--- src/rtl/piso_register.sv ---
// piso_register: parallel-in serial-out shifter with a valid/ready serial handshake
// and a one-cycle done pulse after the final bit of each word.
module piso_register #(
    parameter int DataSize = 8,
    parameter bit MsbFirst = 1'b1
) (
    input  logic                clk,
    input  logic                rst_n,
    input  logic                load,
    input  logic [DataSize-1:0] d,
    output logic                ready,
    output logic                sdata,
    output logic                svalid,
    input  logic                sready,
    output logic                last,
    output logic                done
);
    localparam int CntW = $clog2(DataSize);
    typedef enum logic [1:0] {IDLE, SHIFT, DONE} state_t;
    state_t              r_state;
    state_t              w_next;
    logic [DataSize-1:0] r_shift;
    logic [CntW-1:0]     r_cnt;
    logic                w_load;
    logic                w_xfer;
    logic                w_out_bit;
    assign w_load    = (r_state == IDLE) && load;
    assign w_xfer    = svalid && sready;
    assign w_out_bit = MsbFirst ? r_shift[DataSize-1] : r_shift[0];
    always_comb begin
        w_next = r_state;
        w_next = (r_state == IDLE)  ? (load ? SHIFT : IDLE) :
                 (r_state == SHIFT) ? ((w_xfer && r_cnt == '0) ? DONE : SHIFT) :
                                      IDLE;
    end
    always_ff @(posedge clk or negedge rst_n) begin
        if (!rst_n) r_state <= IDLE;
        else        r_state <= w_next;
    end
    // Loads only land in IDLE, so a busy-time load never touches the word in flight.
    always_ff @(posedge clk or negedge rst_n) begin
        if (!rst_n) begin
            r_shift <= '0;
            r_cnt   <= '0;
        end else if (w_load) begin
            r_shift <= d;
            r_cnt   <= CntW'(DataSize - 1);
        end else if (w_xfer) begin
            r_shift <= MsbFirst ? {r_shift[DataSize-2:0], 1'b0} : {1'b0, r_shift[DataSize-1:1]};
            if (r_cnt != '0) r_cnt <= r_cnt - 1'b1;
        end
    end
    assign ready  = (r_state == IDLE);
    assign svalid = (r_state == SHIFT);
    assign done   = (r_state == DONE);
    assign sdata  = svalid && w_out_bit;
    assign last   = svalid && (r_cnt == '0);
endmodule

--- config.mk ---
export PLATFORM = sky130hd
export DESIGN_NAME = piso_register
export DESIGN_NICKNAME = d
export VERILOG_FILES = /design/src/rtl/piso_register.sv
export SDC_FILE = /design/constraint.sdc
export NUM_CORES = 1
export LEC_CHECK = 0
export CAP_MARGIN = 10
export CORE_MARGIN = 4
export CORE_UTILIZATION = 42
export DETAILED_ROUTE_END_ITERATION = 16
export GPL_ROUTABILITY_DRIVEN = 1
export GPL_TIMING_DRIVEN = 1
export PLACE_DENSITY = 0.72
export SLEW_MARGIN = 20
export SYNTH_ARGS = -nofsm -noshare
export SYNTH_HDL_FRONTEND = slang
export SYNTH_SLANG_ARGS = --single-unit
--- constraint.sdc ---
create_clock -name clk -period 1.6 [get_ports clk]
set_input_delay 0.32 -clock clk [delete_from_list [all_inputs] [get_ports clk]]
set_output_delay 0.32 -clock clk [all_outputs]
set_load 0.02 [all_outputs]
---- Word level (Yosys, flattened, before mapping) ----
Index checks and enable logic that the tools add are counted.
word-level totals
  bits in registers ....................... 13
  bits in latches ......................... 0
  bits in writable memories ............... 0
  bits in read-only memories .............. 0
  input port bits ......................... 12
  output and inout bits ................... 5
  logic and storage cells ................. 26
  memories kept ........................... 0
operators by class
  add/sub/neg operators ................... 1
  $mul .................................... 0
  div/mod/pow operators ................... 0
  order comparisons ....................... 0
  equal/unequal tests ..................... 2
  shift-type cells ........................ 0
  muxes and demuxes ....................... 9
  bitwise logic cells ..................... 0
  reductions and logical operators ........ 11
operators by type and width
  cell                                                 count
  two-way mux 8 bit                                    2
  two-way mux 3 bit                                    3
  two-way mux 2 bit                                    3
  logical AND 1 bit                                    5
  nonzero test 2 bit                                   2
  zero test 3 bit                                      1
  nonzero test 3 bit                                   1
  subtractor 3 x 1 -> 3 bit, second input constant     1
  equality test 2 x 1 -> 1 bit, second input constant  1
  equality test 2 bit, second input constant           1
  zero test 2 bit                                      1
  AND reduction 2 bit                                  1
  two-way mux 1 bit                                    1

---- Depth between registers and ports, before layout ----
  word-level depth ........................ 6
  gate-level depth with buffers ........... 5
  depth with buffers taken out ............ 5

---- Worst setup path before layout ----
OpenSTA, ideal clock, no wires.
  kind .................................... register -> register
  start ................................... register r_state[1]
  end ..................................... register r_shift[1]
  setup time .............................. 0.125 ns
  arrival ................................. 1.415 ns
  required time ........................... 1.475 ns
  slack ................................... 0.061 ns
  stages on the path, launching flop included .. 5
  buffers on the path ..................... 1
  period minus slack after synthesis ...... 1.539 ns
  cell sequence ........................... dfrtp_1 -> buf_6 -> nor3b_4 -> mux2_2 -> mux2_2
between the ends
  longest elaborated chain between the ends .. 3
  elaborated cells on any way between the ends .. 6
  those cells by class .................... eq/ne (1); mux (1); reduce/logical (4)
ends and longest elaborated chain
  what                                                                      RTL line  RTL
  start: declaration                                                        20        state_t r_state;
  start signal: assignment                                                  38        else r_state <= w_next;
  equality test 2 x 1 -> 1 bit or zero test 2 bit (tied branches)           54, 27
  logical AND 1 bit (on tied branches)                                      28, 27
  nonzero test 2 bit (no source line) or two-way mux 8 bit (tied branches)  n/a
  end signal: assignment                                                    49        r_shift <= MsbFirst ? {r_shift[DataSize-2:0], 1'b0} : {1'b0, r_shift[DataSize-1:1]};
  end: declaration                                                          22        logic [DataSize-1:0] r_shift;
Parallel ways exist; a longest one is shown, timed or not.
A chain may end at the register's enable or synchronous reset.

---- Final worst setup path ----
  start ................................... register r_cnt[0]
  end ..................................... output port last
between the ends
  longest elaborated chain between the ends .. 2
ends and longest elaborated chain
  what                      RTL line  RTL
  start: declaration        23        logic [CntW-1:0] r_cnt;
  start signal: assignment  47        r_cnt <= CntW'(DataSize - 1);
  start signal: assignment  50        if (r_cnt != '0) r_cnt <= r_cnt - 1'b1;
  zero test 3 bit           57        assign last = svalid && (r_cnt == '0);
  logical AND 1 bit         57
  end: declaration          15        output logic last,
Every way passes these cells.

==> impl_results.md <==
* CP required at 1.28 ns
* Clk_lat worst skew at 0.27 ns
* Area of the multi-input gates at 394.1 um2
* Final Hold Vio Count at 0
* Clock slew at reported path FFs at 0.08 ns
* Setup tns final at 0 ns
* Share of layout cells above drive strength 1 at 50.00%
* Cells after synthesis at 58
* Largest net degree at the start of global routing at 14
* I/O Buffers at 16
* Cell Area, Synth at 699.4 um2
* Syn Nets at 72
* Setup Crit Path Kind: register to output pin
* Hold buffers post-CTS at 0
* #FFs+latches synth at 13
* Nets at 107
* Core area at 1541 um2
* Final WL at 1.483 mm
* WP data arrival at 1.27 ns
* Synth area leader: dfrtp_1
* Max-capacitance violation count at 0
* Clk_skew at 0.002041 ns
* Met3 wire len at 65 um
* First-pass detailed-route iteration total at 4
* RSZ-0062 raised after global routing: true
* Die H at 48.81 um
* Critical Path End Type: output pin
* Placer congestion estimate at 0.7462
* Number of global-route vias before repair at 489
* Die area at 2382 um2
* FF/Latch Area at 325.3 um2
* Max incr delay on CP at 0.39 ns
* Crit path max fanout at 2
* FF-to-FF Start: r_state[0]$_DFF_PN0_
* Slowest cell on the critical path: dfrtp_1
* Drc violations at 0
* DRT antenna net count at 0
* Initial drt markers at 11
* Final Instance Area at 1041 um2
* Initial core utilization at 45.37%
* N_diodes at 0
* TritonCTS Sinks at 13
* CTS Buf Count at 3
* Top-area cell type share of the netlist area at 46.51%
* Area after DPL at 958.4 um2
* Vias per cell at 5.083
* Filler cell count at 129
* Reg2Reg Setup Slack at 0.02 ns
* Reg2reg path depth at 5
* Die X at 48.81 um
* RR Endpoint: r_shift[2]$_DFFE_PN0P_
* Warnings, synthesis at 0
* Row cnt at 14
* CP bufs+invs at 2
* Global route total overflow at 0
* Rel. slew slack at 78.32%
* Min-delay worst type: input pin to async pin
* Fmax at 628.9 MHz
* Antenna violations before repair at 0
* WL/cell at 13.73 um
* Distinct cells, synth at 22
* CP Cell Sequence: inv_2, ha_4, nor2b_4, and2_4, buf_6
* Wire length on met1 at 782 um
* CTS tree: done
* Setup violations, final at 0
* Via count at 549
* Synth area leaders: dfrtp_1 (47%), mux2_2 (23%), ha_1 (3.6%)
* First-pass GRT wire length at 2.270 mm
* Sequential share of the synthesized area at 46.51%
* Worst setup SP type: register
* Top delay family on crit path: flip-flops
* # H-tree levels at 1
* Layout area overhead at 48.84%
* I/O pins at 17
* Top routing layer used: met4
* P_leak at 0.0004880 uW
* Hpwl dp at 1.047 mm
* Final slew viol count at 0
* Period utilisation layout at 99.38%
* Tmin final at 1.590 ns
* Clock Path Buffers at 2
* Worst-Margin Slew at 0.3162 ns
* Pwr dens at 1587 nW/um2
* CTS Root Cell: clkbuf_4
* GRT Total Usage at 12.32%
* IR drop worst, VDD at 797.1 uV
* Wire length on met2 at 626 um
* Post-synthesis area per instance at 12.06 um2
* Status: finished, final reports clean
==> metal layers <==
layer | up-vias | global-route usage (%)
met4 | 0 | 4.036
met1 | 261 | 17.86
met2 | 13 | 17.39
met5 | - | 0
met3 | 2 | 3.670
li1 | 273 | -
==> how the worst max path moves through the flow <==
stage	start	to	slack [ns]	cells past startpoint
floorplan	r_state[1]$_DFF_PN0_	r_shift[1]$_DFFE_PN0P_	0.06	4
detailed placement	load	r_shift[6]$_DFFE_PN0P_	-0.30	5
finish	r_cnt[0]$_DFFE_PN0P_	last	0.01	5
CTS	r_cnt[0]$_DFFE_PN0P_	last	-0.07	5
global placement	load	r_shift[5]$_DFFE_PN0P_	-0.28	5
global route	r_cnt[0]$_DFFE_PN0P_	last	-0.06	5
==> layout make-up <==
class,instances,area share [%]
Clock buffer,4,2.524
Inverter,3,1.082
Multi-Input combinational cell,41,37.86
Sequential cell,13,31.25
Tap cell,16,1.923
Timing Repair Buffer,31,25.36
==> where the power goes <==
part | switching [uW] | internal, uW | leakage, uW | total (uW)
combinational | 366 | 533 | 0.000314 | 899
sequential | 79.6 | 471 | 0.000159 | 551
clock | 106 | 96.4 | 0.0000150 | 202
total | 551 | 1100 | 0.000488 | 1650
==> logic make-up after synthesis <==
group	share of synthesized area (%)
multiplexers	23.97
AO/OA/AOI/OAI	6.082
flip-flops	46.51
buffers and inverters	3.220
AND/OR/NAND/NOR	16.64
adder cells (fa/ha/maj)	3.577
==> placed cells by master (no fill, tap or decap), types with 2 or more instances in the layout <==
cell / count
mux2_4: 5
clkbuf_2: 2
clkdlybuf4s50_1: 10
clkbuf_4: 3
buf_4: 12
mux2_2: 9
inv_2: 2
nand2_1: 2
buf_6: 4
dfrtp_1: 13
nand3_1: 2
o21ai_0: 5
buf_2: 2
==> registers in the layout, indices dropped and copies added, names as in the netlist <==
signal,cells
r_cnt,3
r_shift,8
r_state,2
==> through the flow <==
| stage | cells | setup WS (ns) | util [%] | total power, uW | hold slack [ns] |
|---|---|---|---|---|---|
| after CTS | 105 | -0.06897 | 64.12 | 1526 | 0.3447 |
| after floorplan | 58 | 0.06056 | - | 1013 | 0.02441 |
| final | 108 | 0.009854 | 67.53 | 1652 | 0.3444 |
| after detailed placement | 101 | -0.2952 | 62.18 | 1325 | 0.4927 |
| after global routing | 108 | -0.06012 | 67.53 | 1784 | 0.3520 |
| after global placement | 101 | -0.2766 | 62.18 | 1302 | 0.4882 |
==> cells in the mapped netlist <==
cell / instances
nand2_1: 2
nor2_4: 1
buf_6: 1
or4_1: 1
and3_1: 1
nand3b_1: 1
ha_1: 2
nor3b_4: 1
nor2_1: 1
o21ai_0: 5
dfrtp_1: 13
a21o_2: 1
or3_1: 1
mux2_2: 14
and2_1: 2
nor2b_1: 2
inv_1: 3
mux2i_1: 1
o311ai_0: 1
nor3_1: 1
and2b_1: 1
nand3_1: 2
==> repair_timing <==
| action | CTS | global route |
|---|---|---|
| setup buffers | 0 | 3 |
| pin swaps | 1 | 1 |
| setup endpoints to repair | 11 | 11 |
| gates resized for setup | 20 | 17 |
Note: power is estimated with default switching activity, not from simulation.
